==> config.mk <==
export PLATFORM = sky130hd
export DESIGN_NAME = mult_share_arbiter
export DESIGN_NICKNAME = d
export VERILOG_FILES = /design/src/rtl/mult_share_arbiter.sv
export SDC_FILE = /design/constraint.sdc
export NUM_CORES = 1
export LEC_CHECK = 0
export ABC_AREA = 1
export CORE_AREA = 4 4 180 182
export CTS_BUF_LIST = sky130_fd_sc_hd__clkbuf_8
export CTS_CLUSTER_DIAMETER = 50
export DETAILED_ROUTE_END_ITERATION = 10
export DIE_AREA = 0 0 184 186
export PLACE_DENSITY_LB_ADDON = 0.2
export SLEW_MARGIN = 30
export SYNTH_ARGS = -nofsm -noshare
export SYNTH_HDL_FRONTEND = slang
export SYNTH_SLANG_ARGS = --single-unit
==> constraint.sdc <==
create_clock -name clk -period 7.33 [get_ports clk]
set_input_delay 1.0995 -clock clk [delete_from_list [all_inputs] [get_ports clk]]
set_output_delay 1.0995 -clock clk [all_outputs]
set_load 0.02 [all_outputs]
==> src/rtl/mult_share_arbiter.sv <==
`default_nettype none
// ============================================================================
//  Module   : mult_share_arbiter
//  Brief    : Round-robin front end that shares one sequential WIDTHxWIDTH
//             multiply unit among NUM_REQ requesters. It latches the winning
//             operands, pulses start, waits for done (guarded by a watchdog),
//             and returns the product tagged with the requester ID over a
//             valid/ready response channel.
//  Revision : 1.0 - initial release
// ============================================================================
module mult_share_arbiter #(
  parameter  int NUM_REQ = 4,
  parameter  int WIDTH   = 32,
  parameter  int TIMEOUT = 64,
  localparam int ID_W    = $clog2(NUM_REQ)
) (
  input  logic                       clk,
  input  logic                       reset,
  input  logic [NUM_REQ-1:0]         req_valid,
  output logic [NUM_REQ-1:0]         req_ready,
  input  logic [NUM_REQ*WIDTH-1:0]   req_a,
  input  logic [NUM_REQ*WIDTH-1:0]   req_b,
  output logic                       mul_start,
  output logic [WIDTH-1:0]           mul_a,
  output logic [WIDTH-1:0]           mul_b,
  input  logic                       mul_done,
  input  logic [2*WIDTH-1:0]         mul_product,
  output logic                       rsp_valid,
  input  logic                       rsp_ready,
  output logic [ID_W-1:0]            rsp_id,
  output logic [2*WIDTH-1:0]         rsp_product,
  output logic                       rsp_err,
  output logic                       busy
);

  // Watchdog counter only needs to reach TIMEOUT-1.
  localparam int                CNT_W       = $clog2(TIMEOUT);
  localparam logic [CNT_W-1:0]  c_CNT_LAST  = CNT_W'(TIMEOUT - 1);
  // Pointer starts at the last requester so requester 0 wins first.
  localparam logic [ID_W-1:0]   c_LAST_INIT = ID_W'(NUM_REQ - 1);

  typedef enum logic [1:0] {
    ST_IDLE  = 2'd0,
    ST_ISSUE = 2'd1,
    ST_WAIT  = 2'd2,
    ST_RESP  = 2'd3
  } state_t;

  state_t               r_state;
  logic [ID_W-1:0]      r_last_grant;
  logic [ID_W-1:0]      r_id;
  logic [CNT_W-1:0]     r_cnt;
  logic                 r_mul_start;
  logic [WIDTH-1:0]     r_mul_a;
  logic [WIDTH-1:0]     r_mul_b;
  logic                 r_rsp_valid;
  logic [2*WIDTH-1:0]   r_rsp_product;
  logic                 r_rsp_err;
  logic                 r_busy;

  logic                 w_found;
  logic [ID_W-1:0]      w_grant;
  logic [ID_W-1:0]      w_cand;
  logic [WIDTH-1:0]     w_sel_a;
  logic [WIDTH-1:0]     w_sel_b;
  logic [NUM_REQ-1:0]   w_req_ready;

  // Round-robin search: first valid requester after the last one served.
  always_comb begin
    w_found = 1'b0;
    w_grant = '0;
    w_cand  = '0;
    for (int off = 1; off <= NUM_REQ; off++) begin
      w_cand = ID_W'((int'(r_last_grant) + off) % NUM_REQ);
      if (!w_found && req_valid[w_cand]) begin
        w_found = 1'b1;
        w_grant = w_cand;
      end
    end
  end

  // Operand mux for the granted requester.
  always_comb begin
    w_sel_a = '0;
    w_sel_b = '0;
    for (int i = 0; i < NUM_REQ; i++) begin
      if (w_grant == ID_W'(i)) begin
        w_sel_a = req_a[i*WIDTH +: WIDTH];
        w_sel_b = req_b[i*WIDTH +: WIDTH];
      end
    end
  end

  // One-hot accept, only in IDLE and never while reset is held.
  always_comb begin
    w_req_ready = '0;
    if (!reset && (r_state == ST_IDLE) && w_found) begin
      w_req_ready[w_grant] = 1'b1;
    end
  end

  // Main sequencer: accept, issue start, wait with watchdog, respond.
  always_ff @(posedge clk or posedge reset) begin
    if (reset) begin
      r_state       <= ST_IDLE;
      r_last_grant  <= c_LAST_INIT;
      r_id          <= '0;
      r_cnt         <= '0;
      r_mul_start   <= 1'b0;
      r_mul_a       <= '0;
      r_mul_b       <= '0;
      r_rsp_valid   <= 1'b0;
      r_rsp_product <= '0;
      r_rsp_err     <= 1'b0;
      r_busy        <= 1'b0;
    end else begin
      case (r_state)
        ST_IDLE: begin
          // Any valid requester means a handshake this cycle.
          if (w_found) begin
            r_mul_a     <= w_sel_a;
            r_mul_b     <= w_sel_b;
            r_id        <= w_grant;
            r_mul_start <= 1'b1;
            r_busy      <= 1'b1;
            r_state     <= ST_ISSUE;
          end
        end
        ST_ISSUE: begin
          // Start was high for this cycle only; done seen here is ignored.
          r_mul_start <= 1'b0;
          r_cnt       <= '0;
          r_state     <= ST_WAIT;
        end
        ST_WAIT: begin
          // Done takes priority over a watchdog expiry in the same cycle.
          if (mul_done) begin
            r_rsp_product <= mul_product;
            r_rsp_err     <= 1'b0;
            r_rsp_valid   <= 1'b1;
            r_state       <= ST_RESP;
          end else if (r_cnt == c_CNT_LAST) begin
            r_rsp_product <= '0;
            r_rsp_err     <= 1'b1;
            r_rsp_valid   <= 1'b1;
            r_state       <= ST_RESP;
          end else begin
            r_cnt <= r_cnt + 1'b1;
          end
        end
        ST_RESP: begin
          // Fields hold until accepted; the served ID becomes the new pointer.
          if (rsp_ready) begin
            r_rsp_valid  <= 1'b0;
            r_last_grant <= r_id;
            r_busy       <= 1'b0;
            r_state      <= ST_IDLE;
          end
        end
        default: begin
          r_state <= ST_IDLE;
        end
      endcase
    end
  end

  assign req_ready   = w_req_ready;
  assign mul_start   = r_mul_start;
  assign mul_a       = r_mul_a;
  assign mul_b       = r_mul_b;
  assign rsp_valid   = r_rsp_valid;
  assign rsp_id      = r_id;
  assign rsp_product = r_rsp_product;
  assign rsp_err     = r_rsp_err;
  assign busy        = r_busy;

endmodule
`default_nettype wire

# [After elaboration in Yosys (flattened, before gate mapping)]
# Index checks and enable logic that the tools add are counted.
[totals] output_inout_bits=138 elab_cells=104 inputBits=328 reg_bits=144
[op_classes] eq_ne=12 magnitude_cmp=6 muxes=45 n_reduce_logical=25 addsub=5
[ops] op="2-to-1 mux 32 bit" n=8
[ops] op="2-to-1 mux 64 bit" n=2
[ops] op="2-to-1 mux 2 bit" n=8
[ops] op="less-than comparator 2 x 3 -> 1 bit (second input constant)" n=5
[ops] op="2-to-1 mux 1 bit" n=14
[ops] op="2-to-1 mux 6 bit" n=2
[ops] op="case mux 6 bit (2 select lines)" n=1
[ops] op="AND reduction 3 bit" n=4
[ops] op="nonzero test 2 bit" n=5
[ops] op="binary-select mux 1 bit (select 2 bit)" n=4
[ops] op="== test 2 bit (second input constant)" n=4
[ops] op="!= test 2 bit (second input constant)" n=4
[ops] op="case mux 2 bit (4 select lines)" n=1
[ops] op="AND reduction 2 bit" n=4
[ops] op="adder 6 x 1 -> 6 bit (second input constant)" n=1
[ops] op="== test 6 bit (second input constant)" n=1
[ops] op="logical AND 1 bit" n=6
[ops] op="case mux 1 bit (2 select lines)" n=3
[ops] op="adder 2 x 1 -> 2 bit (second input constant)" n=2
[ops] op="adder 2 bit (second input constant)" n=2
[ops] op="== test 2 x 1 -> 1 bit (second input constant)" n=2
[ops] op="logical NOT 1 bit" n=4
[ops] op="logical NOT 2 bit" n=2
[ops] op="2-to-1 mux 4 bit" n=1
[ops] op="3 further kinds" n=3

# [Logic depth before layout (Yosys ltp)]
[depth] word_depth=18 depth_mapped=18 mapped_depth_nobuf=15

# [Worst setup path before layout]
# No wires, ideal clock.
[synth_path] path_type="input to output" start="in reset" end="out req_ready[0]" cell_stages=3 setup_slack_ns=1.088 n_path_buf=0 required_ns=6.230 arrival_time_ns=5.143 path_cell_list="inv_1 > nand2_1 > nor3_1"
[synth_via] elab_chain_cells=4
[synth_rtl] item="start, declared" line="18" text="input logic reset,"
[synth_rtl] item="logical NOT 1 bit (no line)"
[synth_rtl] item="logical AND 1 bit (2 in a row)" line="97" text="if (!reset && (r_state == ST_IDLE) && w_found) begin"
[synth_rtl] item="2-to-1 mux 4 bit" line="97"
[synth_rtl] item="end, declared" line="20" text="output logic [NUM_REQ-1:0] req_ready,"
# No other way between the ends.

# [Worst setup path after layout]
[layout_path] start="in req_valid[0]" end="out req_ready[3]"
[layout_via] elab_chain_cells=17 elab_cells_between_ends=29 classes_between="2 x order compare; 19 x mux; 8 x reduce/logical"
[layout_rtl] item="start, declared" line="19" text="input logic [NUM_REQ-1:0] req_valid,"
[layout_rtl] item="binary-select mux 1 bit (select 2 bit)" line="75" text="if (!w_found && req_valid[w_cand]) begin"
[layout_rtl] item="2-to-1 mux 1 bit (implied by the code)" line="75"
[layout_rtl] item="2-to-1 mux 1 bit" line="75"
[layout_rtl] item="logical NOT 1 bit" line="75"
[layout_rtl] item="logical AND 1 bit" line="75"
[layout_rtl] item="2-to-1 mux 1 bit" line="75"
[layout_rtl] item="logical NOT 1 bit" line="75"
[layout_rtl] item="logical AND 1 bit" line="75"
[layout_rtl] item="2-to-1 mux 1 bit" line="75"
[layout_rtl] item="logical NOT 1 bit" line="75"
[layout_rtl] item="logical AND 1 bit" line="75"
[layout_rtl] item="2-to-1 mux 2 bit" line="75"
[layout_rtl] item="less-than comparator 2 x 3 -> 1 bit (implied by the code) / >= comparator 2 x 1 -> 1 bit (equally long branches)" line="98" text="w_req_ready[w_grant] = 1'b1;"
[layout_rtl] item="logical AND 1 bit (implied by the code)" line="98"
[layout_rtl] item="2-to-1 mux 1 bit (implied by the code)" line="98"
[layout_rtl] item="demux 1 bit (select 2 bit)" line="98"
[layout_rtl] item="2-to-1 mux 4 bit *" line="97"
# Every way passes the cells marked *; elsewhere a longest branch is shown, timed or not. The select of a mux whose other input is x is not followed.

==> impl_metrics.py <==
metrics = {
    "synth": {
        "yosysUniqueCellTypes": 31,
        "syn_area_mm2": 0.00785,
        "yosysWarningCount": 0,
        "ys_ff_latch": 144,
        "yosysMostFrequentCell": "nand2_1",
        "synth-simple-area-share_pct": 30.9,
        "synthXorXnorAreaFrac_pct": 0.223,
        "syn-instance-count": 1008,
        "ys.flop_type": "dfrtp_1",
        "synthMuxAreaShare_pct": 0.127,
        "netlist_top_cells_area": "dfrtp_1 (45%), nand2_1 (15%), nand3_1 (9.0%)",
        "synth_edf_count": 0,
        "netlist_top_cells_count": "nand2_1 (312), dfrtp_1 (142), nand3_1 (141)",
        "avgSynthCellArea_um2": 7.79,
        "synth_top_family_by_area": "simple AND/OR/NAND/NOR gates",
        "syn_nets": 1341,
        "synth-adder-area-share_pct": 0.797,
        "synth.top_cell.area_share_pct": 45.3,
        "synth_area_leader_cell": "dfrtp_1",
        "synthArstFlopShare_pct": 100,
        "synth-compound-area-share_pct": 12.4,
        "ys_seq_area_share_pct": 45.9,
    },
    "critical_path": {
        "crit_slowest_cell": "clkdlybuf4s50_1",
        "setup.worst_path.end": "req_ready[3]",
        "crit_type": "primary input to primary output",
        "rr_worst_depth": 14,
        "cp_max_fo": 70,
        "slowest_delay_ns": 0.63,
        "worstSetupStartpointType": "primary input",
        "path_cells": "clkdlybuf4s50_1, inv_1, nand2_1, nand2_1, nand2_1, nand3_1, nand2_1, nand2_1, nand3_4, inv_2, nand2_4, nor2_1, clkdlybuf4s50_1",
        "arrival_ns": 4.24,
        "r2r_start": "r_last_grant[0]",
        "cp.required_ns": 6.23,
        "rrSetupSlack_ns": 3.41,
        "r2r-end": "mul_b[25]",
        "crit_top_cell": "nand2_1",
        "critPathLaunch": "req_valid[0]",
        "crit_path_end_kind": "primary output",
    },
    "clocking": {
        "hold_buffers": 0,
        "clock-sinks": 144,
        "clk_pin_slew_ns": 0.09,
        "cts.path.max_buffers": 2,
        "cts_root_buf": "clkbuf_8",
        "cts-htree-levels": 4,
        "cts_buffers": 17,
        "cts_setup_buffers": 0,
        "ctsResizeCount": 0,
        "cts_tree": "yes",
        "clk_latency_ns": 0.45,
    },
    "floorplanning": {
        "design.core.area_mm2": 0.0306,
        "initial_core_util_pct": 25.7,
        "fp.dieW_um": 184,
        "io_pins": 466,
        "die_h_um": 186,
        "dieArea_mm2": 0.0342,
        "std_cell_rows": 64,
    },
    "timing": {
        "slew_violations": 0,
        "period_minus_slack_ns": 5.33,
        "tns_ns": 0,
        "fmax_mhz": 187,
        "worst_pin_slew_ns": 0.863,
        "fin_ws_ns": 2.00,
        "hold_viol_final": 0,
        "clock_skew_ns": 0.0186,
        "rsz0062_at_grt": "false",
        "max-slew-margin-rel_pct": 42.5,
        "fin_crit_sh_pct": 72.8,
        "setup_violations": 0,
    },
    "placed_design": {
        "portBuffers": 465,
        "gp_congestion": 0.834,
        "place_ws_ns": 1.96,
        "dp_hpwl_mm": 25.3,
        "dpl_cell_area_mm2": 0.0127,
    },
    "drt": {
        "firstDrtPassIters": 4,
        "via_count": 8601,
        "drt_iter0_drc": 383,
        "drt_wl_total_mm": 34.1,
        "vias_per_cell": 4.68,
        "drc": 0,
        "final_antenna_net_count": 0,
        "post_drt_wl_per_cell_um": 18.6,
    },
    "cells_and_area": {
        "layout-drive-gt1-share_pct": 4.18,
        "utilization_pct": 42.8,
        "nets": 1757,
        "area_growth_pct": 66.9,
        "nFillCells": 3104,
        "fin_area_mm2": 0.0131,
    },
    "run": {
        "cap_violations": 0,
    },
    "run_status": {
        "status": "completed",
    },
    "global_routing": {
        "grt_usage_pct": 19.0,
        "antenna_found_initial": 6,
        "grt_pass1_wl_mm": 50.7,
        "grt_max_degree": 79,
        "grt_remaining_overflow": 0,
        "first_global_vias": 8538,
    },
    "power": {
        "cellLeakagePower_uw": 0.00617,
        "ir_drop_mv": 0.413,
        "power.density_mw_per_mm2": 489,
    },
    "min_path": {
        "min_path_type": "flop to flop",
    },
}
through the flow:
stage	total power [uW]	cells	hold slack, ns
6_report	6400	1836	0.484
5_1_grt	7000	1834	0.506
4_1_cts	6520	1833	0.489
3_5_place_dp	5810	1801	0.464
3_3_place_gp	5770	1801	0.462
2_1_floorplan	4270	1008	0.474
cells in the final DEF, fill, tap and decap left out, types with 7 or more instances in the layout:
cell and n:
nand2_1 310, clkbuf_8 18, o21ai_0 28, a22o_1 64, buf_4 10, inv_8 7
nand3_1 141, clkdlybuf4s50_1 465, nand4_1 66, nor2_1 11, o21ai_1 45, dfrtp_1 142
inv_1 82
report_power, final:
group	switching (uW)	internal, uW
clock network	379	298
registers	219	1170
logic	2720	1610
kinds of logic (layout without fill, tap and decap cells):
kind of cell / after synthesis / in the layout
and+or+nand+nor: 544 / 544
buffers and inverters: 167 / 596
AOI/OAI and AO/OA: 145 / 145
DFF: 144 / 144
adders and majority gates: 5 / 5
xor gates and xnor gates: 2 / 2
muxes: 1 / 1
other: 0 / 3
routing by layer:
layer	vias up	routed length [um]	track usage, %
li1	4234	-	-
met1	3982	13800	23.1
met2	350	16800	32.8
met3	29	3020	6.37
met4	6	474	4.14
met5	-	41	0
state kept, by name, summed over array words and instances (netlist names):
name	cells
rsp_product	64
mul_a	32
mul_b	32
r_cnt	6
r_last_grant	2
r_state	2
rsp_id	2
busy	1
mul_start	1
rsp_err	1
rsp_valid	1
final cells by class:
class | instances | area [um^2] | area share, %
timing repair buffer | 475 | 4730 | 36.1
antenna | 3 | 7.51 | 0.0573
inverter | 89 | 342 | 2.61
clock inverter | 14 | 161 | 1.23
sequential | 144 | 3610 | 27.5
tap | 396 | 495 | 3.78
clock buffer | 18 | 248 | 1.89
multi-input combinational | 697 | 3510 | 26.8
how the worst min path moves through the flow:
stage	to	start	depth (start not counted)	slack [ns]
floorplan	r_cnt[1]	r_cnt[1]	2	0.47
global placement	mul_b[7]	mul_b[7]	2	0.46
detailed placement	mul_b[17]	mul_b[17]	2	0.46
CTS	mul_b[4]	mul_b[4]	2	0.49
global route	mul_b[4]	mul_b[4]	2	0.51
finish	mul_a[31]	mul_a[31]	2	0.48
critical path: cells and delay by family:
| kind | cells | cell delay [ns] |
|---|---|---|
| AND/OR/NAND/NOR | 9 | 1.66 |
| buffers and inverters | 4 | 1.46 |
Power figures use the tool's default switching activity.
